File: config.mk
export PLATFORM = sky130hd
export DESIGN_NAME = sn2bin_dec
export DESIGN_NICKNAME = d
export VERILOG_FILES = /design/src/rtl/sn2bin_dec_pkg.sv /design/src/rtl/sn2bin_dec_popcount.sv /design/src/rtl/sn2bin_dec.sv
export SDC_FILE = /design/constraint.sdc
export NUM_CORES = 1
export LEC_CHECK = 0
export ABC_AREA = 1
export BUFFER_PORTS_ARGS = -buffer_cell sky130_fd_sc_hd__buf_4
export CORE_MARGIN = 1.5
export CORE_UTILIZATION = 56
export DETAILED_ROUTE_END_ITERATION = 8
export PLACE_DENSITY = 0.79
export SETUP_SLACK_MARGIN = 0.2
export SLEW_MARGIN = 20
export SYNTH_ARGS = -nofsm -noshare
export SYNTH_HDL_FRONTEND = slang
export SYNTH_SLANG_ARGS = --single-unit
File: constraint.sdc
create_clock -name clk -period 2.2 [get_ports clk]
set_clock_uncertainty 0.15 [all_clocks]
set_input_delay 0.22 -clock clk [delete_from_list [all_inputs] [get_ports clk]]
set_output_delay 0.22 -clock clk [all_outputs]
set_load 0.02 [all_outputs]
File: src/rtl/sn2bin_dec_pkg.sv
// Purpose: shared stochastic-decode types, FSM encoding and default constants.
// Latency: n/a (declarations and a combinational helper only).
// Backpressure: n/a.
package sn2bin_dec_pkg;

  // Default datapath geometry
  localparam int NLANE_DEF = 16;
  localparam int OUT_W_DEF = 8;

  // Longest window in beats; a win_len code of 0 selects it
  localparam int WIN_MAX = 16;

  // Beat counter must represent 0..WIN_MAX
  localparam int CNT_W = $clog2(WIN_MAX + 1);

  // Converter FSM encoding
  typedef enum logic [1:0] {
    ST_IDLE = 2'd0,
    ST_ACC  = 2'd1,
    ST_HOLD = 2'd2
  } sn_state_t;

  // Map the 4-bit window code to a beat count (0 means the full 16 beats)
  function automatic logic [CNT_W-1:0] win_beats(input logic [3:0] code);
    logic [CNT_W-1:0] beats;
    if (code == 4'd0) begin
      beats = CNT_W'(WIN_MAX);
    end else begin
      beats = CNT_W'(code);
    end
    return beats;
  endfunction

endpackage

File: src/rtl/sn2bin_dec_popcount.sv
// Purpose: count the set lanes of one stochastic beat.
// Latency: purely combinational, zero cycles.
// Backpressure: none; result follows the input every cycle.
module popcount_16b #(
  parameter int NLANE = sn2bin_dec_pkg::NLANE_DEF,
  parameter int CNT_W = $clog2(NLANE + 1)
) (
  input  logic [NLANE-1:0] bits,
  output logic [CNT_W-1:0] cnt
);

  // Sum every lane; the tool is free to build this as an adder tree
  always_comb begin
    cnt = '0;
    for (int i = 0; i < NLANE; i++) begin
      cnt = cnt + CNT_W'(bits[i]);
    end
  end

endmodule

File: src/rtl/sn2bin_dec.sv
// Purpose: decode a window of stochastic beats into a saturated binary count.
// Latency: result valid exactly one cycle after the last accepted beat.
// Backpressure: result holds in HOLD until out_rdy; sn_vld low stalls the window.
module sn2bin_dec
  import sn2bin_dec_pkg::*;
#(
  parameter int NLANE = NLANE_DEF,
  parameter int OUT_W = OUT_W_DEF,
  // Must satisfy ACC_W >= OUT_W and 2^ACC_W > NLANE*WIN_MAX
  parameter int ACC_W = 9
) (
  input  logic             clk,
  input  logic             rst,
  input  logic             start,
  input  logic [3:0]       win_len,
  input  logic [NLANE-1:0] sn_in,
  input  logic             sn_vld,
  input  logic             clr,
  output logic [OUT_W-1:0] bin_out,
  output logic             out_vld,
  input  logic             out_rdy,
  output logic             sat,
  output logic             busy
);

  localparam int PC_W = $clog2(NLANE + 1);

  // Largest value representable on bin_out, expressed at accumulator width
  localparam logic [ACC_W-1:0] OUT_MAX = ACC_W'((1 << OUT_W) - 1);

  sn_state_t        state;
  logic [ACC_W-1:0] acc;
  logic [CNT_W-1:0] cnt;

  logic [PC_W-1:0]  pc;
  logic [ACC_W:0]   acc_sum;
  logic [ACC_W-1:0] acc_nxt;
  logic             sat_nxt;
  logic [OUT_W-1:0] bin_nxt;

  popcount_16b #(
    .NLANE (NLANE),
    .CNT_W (PC_W)
  ) u_popcount (
    .bits (sn_in),
    .cnt  (pc)
  );

  // Next accumulator value; pins at all-ones rather than wrapping, and the
  // output clip to OUT_W is decided from the unclipped sum
  always_comb begin
    acc_sum = {1'b0, acc} + (ACC_W + 1)'(pc);
    if (acc_sum[ACC_W]) begin
      acc_nxt = '1;
    end else begin
      acc_nxt = acc_sum[ACC_W-1:0];
    end
    sat_nxt = (acc_nxt > OUT_MAX);
    if (sat_nxt) begin
      bin_nxt = '1;
    end else begin
      bin_nxt = acc_nxt[OUT_W-1:0];
    end
  end

  // Converter FSM with registered outputs; clr outranks every other input
  always_ff @(posedge clk or negedge rst) begin
    if (!rst) begin
      state   <= ST_IDLE;
      acc     <= '0;
      cnt     <= '0;
      bin_out <= '0;
      out_vld <= 1'b0;
      sat     <= 1'b0;
      busy    <= 1'b0;
    end else if (clr) begin
      state   <= ST_IDLE;
      acc     <= '0;
      cnt     <= '0;
      bin_out <= '0;
      out_vld <= 1'b0;
      sat     <= 1'b0;
      busy    <= 1'b0;
    end else begin
      case (state)
        ST_IDLE: begin
          if (start) begin
            acc   <= '0;
            cnt   <= win_beats(win_len);
            state <= ST_ACC;
            busy  <= 1'b1;
          end
        end

        ST_ACC: begin
          // start is deliberately ignored here; sn_vld low simply stalls
          if (sn_vld) begin
            acc <= acc_nxt;
            cnt <= cnt - CNT_W'(1);
            if (cnt == CNT_W'(1)) begin
              state   <= ST_HOLD;
              out_vld <= 1'b1;
              bin_out <= bin_nxt;
              sat     <= sat_nxt;
            end
          end
        end

        ST_HOLD: begin
          // Result is frozen until the consumer takes it
          if (out_rdy) begin
            out_vld <= 1'b0;
            bin_out <= '0;
            sat     <= 1'b0;
            if (start) begin
              // Back-to-back window: skip IDLE entirely
              acc   <= '0;
              cnt   <= win_beats(win_len);
              state <= ST_ACC;
            end else begin
              state <= ST_IDLE;
              busy  <= 1'b0;
            end
          end
        end

        default: begin
          state   <= ST_IDLE;
          acc     <= '0;
          cnt     <= '0;
          bin_out <= '0;
          out_vld <= 1'b0;
          sat     <= 1'b0;
          busy    <= 1'b0;
        end
      endcase
    end
  end

endmodule

==> impl_metrics.toml, run 1 <==
[run_status]
status = "finished, violations left"
violations = "negative setup slack"

[synthesis]
synth.lib_cells_used.distinct = 33
yosys_warns = 0
synth_fp_nets = 327
netlist.top_cell.by_area = "sky130_fd_sc_hd__dfrtp_1"
synth_top_cells_by_count = "sky130_fd_sc_hd__nand2_1, sky130_fd_sc_hd__inv_1, sky130_fd_sc_hd__dfrtp_1, sky130_fd_sc_hd__nand3_1, sky130_fd_sc_hd__nor2_1"
synthesis.area_per_instance_um2 = 7.73
most_common_flop_cell_mapped_by_yosys = "sky130_fd_sc_hd__dfrtp_1"
netlist_instances = 278
yosys-top-cells-area = "sky130_fd_sc_hd__dfrtp_1, sky130_fd_sc_hd__nand2_1, sky130_fd_sc_hd__fa_1, sky130_fd_sc_hd__inv_1, sky130_fd_sc_hd__ha_1"
post-synth-top-count-cell = "sky130_fd_sc_hd__nand2_1"
synth_async_sr_flop_share_pct = 100
post_syn_area_mm2 = 0.00215
number_of_synthesized_flops_with_an_enable_pin = 0
ys_seq_elements = 27
ys_seq_area_share_pct = 31.4
synth_largest_type_area_fraction_pct = 31.4

[global_route]
number_of_antenna_violations_at_the_first_check_in_global_routing = 0
first_pass_grt_wire_length_um = 7920
gr-usage-all-layers_pct = 23.7
most_heavily_used_metal_layer_in_global_routing = "met2"
grt_overflow_total = 0
use_met1_pct = 31.3
met3_usage_pct = 1.56
number_of_global_route_vias_before_repair = 1876
grt_max_degree = 28
met2_usage_pct = 42.1

[route]
wl_um = 5080
viasPerCell = 5.11
route.antenna.remaining_nets = 0
num_vias = 1962
detail_route.wl_per_cell_um = 13.2
drt_drc_violations_left = 0
detail_route.first_pass.iterations = 4
drt_iter0_drc = 142

[clocking]
clk_pin_slew_worst_paths_ns = 0.10
clock_latency_ns = 0.27
tritoncts_num_sinks = 27
cts.path.max_buffers = 2
clock-root-buffer = "sky130_fd_sc_hd__clkbuf_8"
cts_made_buffers = 3
cts_tree = "built"
cts.htree.levels = 1

[critical_path]
critical_path_required_ns = 2.27
cp.arrival_ns = 4.63
worstPathMaxFanout = 8
kind_of_capture_point_of_the_worst_setup_path = "register"
worst-r2r-setup-slack_ns = 0.15
classification_of_the_worst_setup_path = "in -> reg"
crit_path_start_kind = "input port"

[placed_design]
buffer_ports.inserted = 36
dp_hpwl_um = 3630
gp_congestion = 0.937
detailedPlace.worstSlack_ns = -2.73

[power_and_ir_drop]
power_switching_share_pct = 46.4
worst_ir_drop_vdd_uv = 1210
cell_internal_pwr_mw = 1.86
power.net_switching_mw = 1.61
power_share_of_the_clock_group_pct = 8.4
power_frac_comb_pct = 71.2
pwr-share-seq_pct = 20.4
p_leak_nw = 1.60
pd_cells_mw_per_mm2 = 1220

[final_layout]
finish.utilization_pct = 77.8
diodes = 0
ff_latch_area_um2 = 676
nNetsFinal = 386
area_growth_syn_to_fin_pct = 32.5
multiInputGateArea_mm2 = 0.00143
nFillCells = 277
drive_gt1_share_pct = 36.9

[timing]
finalHoldWorstSlack_ns = 0.0617
timing_max_transition_violations_final = 0
achievable-frequency_mhz = 219
grt_setup_unrepaired = "true"
min_setup_slack_post_route_ns = -2.36
slew-limit-headroom_pct = 74.1
period_minus_slack_ns = 4.56
tightestPinTransition_ns = 0.387
finalSetupTns_ns = -40.78
min_period_over_period_pct = 207
final-setup-viol-count = 18
hold_fails_final_rpt = 0

[min_path]
min_path_type = "in -> reg"

[floorplan]
top_level_ports = 37
die_area_mm2 = 0.00422
number_of_core_rows = 22
core-area_mm2 = 0.00366
starting_utilization_of_the_core_area_pct = 58.7
dieWidth_um = 65.0
floorplan.die.height_um = 65.0

[flow_run]
drv_cap = 0
-- kinds of logic after synthesis --
kind of cell               Yosys count  synth area share (%)
and+or+nand+nor                    139                  30.1
buffers and inverters               57                  10.5
AOI/OAI and AO/OA                   30                  9.95
DFF                                 27                  31.4
adders and majority gates           23                  17.2
xor gates and xnor gates             2                 0.815
-- power by group through the flow --
stage | registers, mW | logic (mW) | clock network [mW]
2_1_floorplan | 0.721 | 1.28 | 0
4_1_cts | 0.698 | 2.17 | 0.288
3_3_place_gp | 0.701 | 1.95 | 0
6_report | 0.707 | 2.47 | 0.291
3_5_place_dp | 0.705 | 2.00 | 0
5_1_grt | 0.722 | 2.70 | 0.307
-- per-layer routing --
layer  share of wire (%)  up-vias
li1                    -      988
met1                  45      897
met2                  49       69
met3                 4.3        8
met4                 1.2        0
met5                   0        -
-- flip-flops by register name, indices dropped and copies added (netlist names) --
name     count
bin_out      8
state        2
busy         1
acc          9
sat          1
out_vld      1
cnt          5
-- area by class of cell --
class,count,area share (%)
Sequential cell,27,23.7
Inverter,55,7.25
Tap cell,48,2.11
Clock buffer,3,1.45
Timing Repair Buffer,56,15.1
Clock inverter,1,0.176
Multi-Input combinational cell,194,50.2
-- layout by cell type (no fill, tap or decap), types with 8 or more instances in the layout --
cell and instances:
sky130_fd_sc_hd__nand2_1 73, sky130_fd_sc_hd__buf_4 53, sky130_fd_sc_hd__inv_1 46, sky130_fd_sc_hd__dfrtp_1 27, sky130_fd_sc_hd__nand3_1 17, sky130_fd_sc_hd__nor2_1 12
sky130_fd_sc_hd__nand2_2 12, sky130_fd_sc_hd__o21ai_2 11, sky130_fd_sc_hd__inv_2 8, sky130_fd_sc_hd__nand3_2 8, sky130_fd_sc_hd__fa_1 8, sky130_fd_sc_hd__ha_1 8
-- timing repair --
action / in CTS / in global routing
pin swaps: 6 / 3
setup buffers: 5 / 2
hold buffers: 1 / 0
endpoints found under the hold margin: 27 / 0
setup endpoints to repair: 18 / 18
resized for setup: 24 / 20
-- worst max-delay path, stage by stage --
cell and delay [ns]:
sky130_fd_sc_hd__buf_6 0.09, sky130_fd_sc_hd__ha_4 0.25, sky130_fd_sc_hd__inv_2 0.03, sky130_fd_sc_hd__fa_1 0.49, sky130_fd_sc_hd__fa_1 0.44, sky130_fd_sc_hd__fa_1 0.54
sky130_fd_sc_hd__fa_1 0.43, sky130_fd_sc_hd__fa_2 0.37, sky130_fd_sc_hd__fa_2 0.56, sky130_fd_sc_hd__inv_2 0.05, sky130_fd_sc_hd__ha_4 0.25, sky130_fd_sc_hd__nand2_1 0.07
sky130_fd_sc_hd__nand2_2 0.10, sky130_fd_sc_hd__nand3_2 0.09, sky130_fd_sc_hd__nand2_2 0.11, sky130_fd_sc_hd__nand2_4 0.10, sky130_fd_sc_hd__buf_4 0.16, sky130_fd_sc_hd__o21ai_2 0.08
sky130_fd_sc_hd__nand2_1 0.10, sky130_fd_sc_hd__nand3_2 0.09
-- path summary, 6_finish.rpt --
path,start,end,cells past startpoint
min,start,state[0],3
min in group asynchronous,rst,cnt[3],2
max,sn_in[1],bin_out[2],20
max reg2reg,acc[0],bin_out[4],11
max in group asynchronous,rst,acc[1],2
min reg2reg,out_vld,out_vld,2
-- stage by stage --
stage	instance area, um^2	instances	power (mW)
floorplan	2180	278	2.00
global placement	2580	372	2.65
detailed placement	2580	372	2.71
CTS	2750	382	3.16
global route	2850	384	3.73
finish	2850	384	3.46
Power figures use the tool's default switching activity.
==> run 2, diff against run 1 <==
- ABC_AREA: 1 -> default
==> impl_metrics.toml, run 2 <==
[run_status]
status = "finished, violations left"
violations = "negative setup slack"

[route]
num_vias = 1979
route.antenna.remaining_nets = 0
m1WireLength_um = 2450
wl_um = 5630
drt_iter0_drc = 214
maxUsedRoutingLayer = "met4"
wl_met2_um = 2670
met3RoutedLength_um = 372
detail_route.first_pass.iterations = 4
viasPerCell = 5.72
drt_drc_violations_left = 0
detail_route.wl_per_cell_um = 16.3

[global_route]
grt_max_degree = 28
number_of_antenna_violations_at_the_first_check_in_global_routing = 0
first_pass_grt_wire_length_um = 9000
grt_overflow_total = 0
gr-usage-all-layers_pct = 27.6
number_of_global_route_vias_before_repair = 1900

[clocking]
cts_made_buffers = 3
clk_pin_slew_worst_paths_ns = 0.10
clock_latency_ns = 0.28
cts.htree.levels = 1
clock-root-buffer = "sky130_fd_sc_hd__clkbuf_8"
tritoncts_num_sinks = 27
cts_tree = "built"
cts.path.max_buffers = 2

[critical_path]
critical-path-slowest-cell = "sky130_fd_sc_hd__fa_1"
crit_path_start_kind = "input port"
timing.critical_path.slowest_cell_delay_ns = 0.52
crit_family = "adder cells"
path_cells = "buf_6 > ha_4 > inv_2 > fa_1 > fa_1 > fa_1 > fa_1 > fa_2 > buf_4 > inv_2 > a21o_1 > a21oi_1 > xnor2_1 > ha_2 > or2_4 > o221a_4 > o31a_1 > a211oi_2 > o2bb2ai_1"
worstPathMaxFanout = 4
cp.arrival_ns = 4.76
critical_path_required_ns = 2.23
kind_of_capture_point_of_the_worst_setup_path = "register"
crit_path_frequent_cell = "sky130_fd_sc_hd__fa_1"
classification_of_the_worst_setup_path = "in -> reg"
worstPathBufferInverterCount = 4

[floorplan]
core-area_mm2 = 0.00369
dieWidth_um = 65.0
starting_utilization_of_the_core_area_pct = 58.4
top_level_ports = 37
die_area_mm2 = 0.00423
floorplan.die.height_um = 65.0
number_of_core_rows = 22

[placed_design]
detailedPlace.worstSlack_ns = -3.01
buffer_ports.inserted = 36
placement.cell_area_mm2 = 0.00270
gp_congestion = 0.986
dp_hpwl_um = 4010
placed_instance_count = 334

[min_path]
min_path_type = "in -> reg"

[synthesis]
post_syn_area_mm2 = 0.00215
synthesis.area_per_instance_um2 = 9.12
most_common_flop_cell_mapped_by_yosys = "sky130_fd_sc_hd__dfrtp_1"
number_of_synthesized_flops_with_an_enable_pin = 0
ys_seq_elements = 27
netlist_instances = 236
synth_largest_type_area_fraction_pct = 31.4
synth_top_cells_by_count = "sky130_fd_sc_hd__inv_1, sky130_fd_sc_hd__dfrtp_1, sky130_fd_sc_hd__nor2_1, sky130_fd_sc_hd__nand2_1, sky130_fd_sc_hd__ha_1"
ys_seq_area_share_pct = 31.4
netlist.top_cell.by_area = "sky130_fd_sc_hd__dfrtp_1"
yosys_warns = 0
yosys-top-cells-area = "sky130_fd_sc_hd__dfrtp_1, sky130_fd_sc_hd__fa_1, sky130_fd_sc_hd__ha_1, sky130_fd_sc_hd__inv_1, sky130_fd_sc_hd__nor2_1"
synth_fp_nets = 285
synth_async_sr_flop_share_pct = 100
post-synth-top-count-cell = "sky130_fd_sc_hd__inv_1"
synth.lib_cells_used.distinct = 55

[timing]
timing_max_transition_violations_final = 0
min_period_over_period_pct = 215
tightestPinTransition_ns = 0.704
slew-limit-headroom_pct = 52.9
min_setup_slack_post_route_ns = -2.53
final-setup-viol-count = 18
achievable-frequency_mhz = 211
hold_fails_final_rpt = 0
grt_setup_unrepaired = "true"
period_minus_slack_ns = 4.73
finalSetupTns_ns = -44.05

[final_layout]
area_growth_syn_to_fin_pct = 36.1
finish.utilization_pct = 79.4
non_filler_instance_count_after_layout = 346
layout.cell_area.non_filler_mm2 = 0.00293
mostFrequentLayoutCells = "sky130_fd_sc_hd__buf_4, sky130_fd_sc_hd__inv_1, sky130_fd_sc_hd__dfrtp_1"
max_flop_register = "acc"
largest_registers = "acc: 9 flops, bin_out: 8 flops, cnt: 5 flops"
number_of_flip_flops_under_the_largest_register_name = 9
diodes = 0
layout_commonest_cell = "sky130_fd_sc_hd__buf_4"
drive_gt1_share_pct = 37.9
nNetsFinal = 348

[flow_run]
drv_cap = 0

[power_and_ir_drop]
pd_cells_mw_per_mm2 = 949
worst_ir_drop_vdd_uv = 499
p_leak_nw = 1.41
==> run 2: cell types whose count changed after synthesis, moves of 7 or more <==
cell,before,now
sky130_fd_sc_hd__nor2_1,14,22
sky130_fd_sc_hd__o21ai_2,7,0
sky130_fd_sc_hd__nand2_1,85,13
sky130_fd_sc_hd__nand3_1,25,4
sky130_fd_sc_hd__inv_1,51,34
sky130_fd_sc_hd__o21ai_0,11,3
==> run 2: power breakdown <==
| part | switching, mW | total, mW | internal, mW | leakage [nW] |
|---|---|---|---|---|
| registers | 0.0392 | 0.573 | 0.534 | 0.370 |
| clock network | 0.174 | 0.307 | 0.133 | 0.0261 |
| logic | 0.945 | 1.90 | 0.955 | 1.02 |
==> run 2: through the flow <==
stage	hold slack (ns)	total power, mW
3_3_place_gp	0.00547	2.05
4_1_cts	0.00442	2.66
2_1_floorplan	-0.226	1.62
5_1_grt	0.00962	2.94
6_report	0.00341	2.78
3_5_place_dp	0.00861	2.11
==> run 2: layout make-up <==
class,instances,area (um^2)
inverters,34,128
fillers,235,758
multi-input cells,166,1500
flip-flops and latches,27,676
repair buffers,67,517
well taps,48,60.1
clock inverters,1,8.76
clock buffers,3,41.3
==> run 2: worst reg2reg max path, cell delays in order, from the launching register on <==
cell	delay, ns
sky130_fd_sc_hd__dfrtp_1	0.41
sky130_fd_sc_hd__ha_4	0.16
sky130_fd_sc_hd__inv_1	0.07
sky130_fd_sc_hd__fa_2	0.40
sky130_fd_sc_hd__nor2b_4	0.18
sky130_fd_sc_hd__o221a_4	0.23
sky130_fd_sc_hd__o32ai_4	0.10
sky130_fd_sc_hd__a211oi_4	0.38
sky130_fd_sc_hd__a221o_1	0.17
==> run 2: what timing repair did <==
| action | 4_1_cts | 5_1_grt |
|---|---|---|
| hold buffers | 1 | 0 |
| hold endpoints to repair | 27 | 0 |
| buffers inserted | 6 | 1 |
| setup endpoints to repair | 18 | 18 |
| pin swaps | 16 | 5 |
| resized for setup | 15 | 10 |
| gates cloned | 0 | 0 |
==> run 2: routing by layer <==
metal / track usage [%] / up-vias
li1: - / 948
met1: 39.1 / 944
met2: 44.3 / 73
met3: 5.03 / 14
met4: 6.25 / 0
met5: 0 / -
==> run 2: path summary, 6_finish.rpt <==
| path | start | endpoint | slack (ns) | cells past startpoint |
|---|---|---|---|---|
| worst max-delay path | sn_in[1] | bin_out[4] | -2.53 | 19 |
| worst min-delay path | clr | state[1] | 0.003 | 2 |
| worst max register to register | acc[0] | bin_out[1] | -0.11 | 8 |
| worst min register to register | sat | sat | 0.34 | 1 |
| max in group asynchronous | rst | acc[7] | 1.39 | 2 |
| min in group asynchronous | rst | cnt[3] | 0.24 | 2 |
==> run 2: cells by family (layout without fill, tap and decap cells) <==
| logic type | Yosys count | after routing | synth area share [%] |
|---|---|---|---|
| AND/OR/NAND/NOR | 68 | 68 | 16.3 |
| XOR/XNOR | 5 | 5 | 2.03 |
| flip-flops | 27 | 27 | 31.4 |
| buffers and inverters | 43 | 105 | 8.48 |
| AO/OA/AOI/OAI | 70 | 70 | 24.6 |
| adder cells (fa/ha/maj) | 23 | 23 | 17.2 |
==> run 3, diff against run 2 <==
- RECOVER_POWER: default -> 100
==> impl_metrics.toml, run 3 (synthesis results as in run 2) <==
[run_status]
status = "finished, violations left"
violations = "negative setup slack"

[placed_design]
gp_congestion = 0.986
buffer_ports.inserted = 36
placed_instance_count = 334
dp_hpwl_um = 4010
placement.cell_area_mm2 = 0.00270

[timing]
hold_fails_final_rpt = 0
final-setup-viol-count = 18
min_period_over_period_pct = 216
grt_setup_unrepaired = "true"
achievable-frequency_mhz = 211
tightestPinTransition_ns = 0.702
timing_max_transition_violations_final = 0
finalSetupTns_ns = -44.04
period_minus_slack_ns = 4.74
min_setup_slack_post_route_ns = -2.54
slew-limit-headroom_pct = 53.0

[critical_path]
crit_path_start_kind = "input port"
cp.arrival_ns = 4.76
r2r_end = "bin_out[3]"
critical_path_required_ns = 2.22
classification_of_the_worst_setup_path = "in -> reg"
regToRegStartpoint = "acc[0]"
kind_of_capture_point_of_the_worst_setup_path = "register"
r2r.worst_path.cells = 8
worstPathMaxFanout = 4
worst-r2r-setup-slack_ns = -0.13

[route]
detail_route.wl_per_cell_um = 16.1
drt_iter0_drc = 228
num_vias = 2002
route.antenna.remaining_nets = 0
detail_route.first_pass.iterations = 4
viasPerCell = 5.79
wl_um = 5580
drt_drc_violations_left = 0

[min_path]
min_delay_src = "clr"
timing.hold.worst_endpoint = "state[1]"
min_path_type = "in -> reg"
min_delay_path_depth = 2

[clocking]
tritoncts_num_sinks = 27
cts_made_buffers = 3
clock_latency_ns = 0.28
cts.path.max_buffers = 2
clk_pin_slew_worst_paths_ns = 0.10
clock-root-buffer = "sky130_fd_sc_hd__clkbuf_8"
cts.htree.levels = 1
cts_tree = "built"

[power_and_ir_drop]
worst_ir_drop_vdd_uv = 495
power_switching_share_pct = 41.8
power.net_switching_mw = 1.16
p_leak_nw = 1.36
power_frac_comb_pct = 68.3
cell_internal_pwr_mw = 1.61
power_share_of_the_clock_group_pct = 11.1
pd_cells_mw_per_mm2 = 967
power.total_mw = 2.77
pwr-share-seq_pct = 20.6

[global_route]
grt_overflow_total = 0
most_heavily_used_metal_layer_in_global_routing = "met2"
number_of_global_route_vias_before_repair = 1900
number_of_antenna_violations_at_the_first_check_in_global_routing = 0
met3_usage_pct = 5.03
grt_max_degree = 28
first_pass_grt_wire_length_um = 9000
use_met1_pct = 39.1
gr-usage-all-layers_pct = 27.6
met2_usage_pct = 44.3

[floorplan]
number_of_core_rows = 22
die_area_mm2 = 0.00423
core-area_mm2 = 0.00369
starting_utilization_of_the_core_area_pct = 58.4
dieWidth_um = 65.0
floorplan.die.height_um = 65.0
top_level_ports = 37

[final_layout]
max_flop_register = "acc"
layout_commonest_cell = "sky130_fd_sc_hd__buf_4"
mostFrequentLayoutCells = "sky130_fd_sc_hd__buf_4, sky130_fd_sc_hd__inv_1, sky130_fd_sc_hd__dfrtp_1"
layout.cell_area.non_filler_mm2 = 0.00286
area_growth_syn_to_fin_pct = 32.8
non_filler_instance_count_after_layout = 346
largest_registers = "acc: 9 flops, bin_out: 8 flops, cnt: 5 flops"
nFillCells = 246
finish.utilization_pct = 77.5
drive_gt1_share_pct = 32.6
diodes = 0
nNetsFinal = 348
number_of_flip_flops_under_the_largest_register_name = 9

[flow_run]
drv_cap = 0
## run 3: worst max path at each step
stage                   from          to  slack (ns)  cells after the start
floorplan           sn_in[1]  bin_out[1]       -2.66                     15
global placement    sn_in[1]  bin_out[4]       -2.97                     16
detailed placement  sn_in[1]  bin_out[4]       -3.01                     16
CTS                 sn_in[1]  bin_out[1]       -2.49                     16
global route        sn_in[1]  bin_out[1]       -2.70                     16
finish              sn_in[1]  bin_out[3]       -2.54                     19
## run 3: cell type report
class,count,area (um^2),area share (%)
Clock buffer,3,41.3,1.44
Clock inverter,1,8.76,0.306
Timing Repair Buffer,67,467,16.3
Sequential cell,27,676,23.6
Multi-Input combinational cell,166,1480,51.7
Tap cell,48,60.1,2.10
Inverter,34,128,4.46
## run 3: power groups by stage
| stage | Combinational [mW] | Clock, mW | Sequential, mW |
|---|---|---|---|
| after global routing | 2.02 | 0.332 | 0.574 |
| after global placement | 1.47 | 0 | 0.577 |
| after detailed placement | 1.53 | 0 | 0.578 |
| after floorplan | 1.04 | 0 | 0.579 |
| after CTS | 1.78 | 0.310 | 0.571 |
| final | 1.89 | 0.306 | 0.569 |
## run 3: stage by stage
stage               hold WS, ns  setup WS [ns]
detailed placement      0.00861          -3.01
global placement        0.00547          -2.97
global route            0.00947          -2.70
finish                  0.00296          -2.54
CTS                     0.00442          -2.49
floorplan                -0.226          -2.66
## run 3: layer usage
metal / up-vias / part of all wire [%]
met5: - / 0
met4: 0 / 1.8
met3: 10 / 7.8
met2: 101 / 48
met1: 942 / 42
li1: 949 / -
## run 3: repair_timing
action | in CTS | in global routing
gates resized for setup | 15 | 10
hold endpoints to repair | 27 | 0
endpoints found under the setup margin | 18 | 18
pin swaps | 16 | 5
hold buffers | 1 | 0
setup buffers | 6 | 1
cloned | 0 | 0
## run 3: worst max-delay path, stage by stage
cell                        delay [ns]
sky130_fd_sc_hd__buf_6            0.09
sky130_fd_sc_hd__ha_4             0.25
sky130_fd_sc_hd__inv_2            0.03
sky130_fd_sc_hd__fa_1             0.49
sky130_fd_sc_hd__fa_1             0.45
sky130_fd_sc_hd__fa_1             0.52
sky130_fd_sc_hd__fa_1             0.43
sky130_fd_sc_hd__fa_2             0.36
sky130_fd_sc_hd__buf_4            0.16
sky130_fd_sc_hd__inv_2            0.06
sky130_fd_sc_hd__a21o_1           0.11
sky130_fd_sc_hd__a21oi_1          0.07
sky130_fd_sc_hd__xnor2_1          0.14
sky130_fd_sc_hd__ha_2             0.19
sky130_fd_sc_hd__or2_4            0.27
sky130_fd_sc_hd__o221a_4          0.27
sky130_fd_sc_hd__o31a_1           0.31
sky130_fd_sc_hd__a22oi_1          0.23
sky130_fd_sc_hd__o2bb2ai_1        0.10
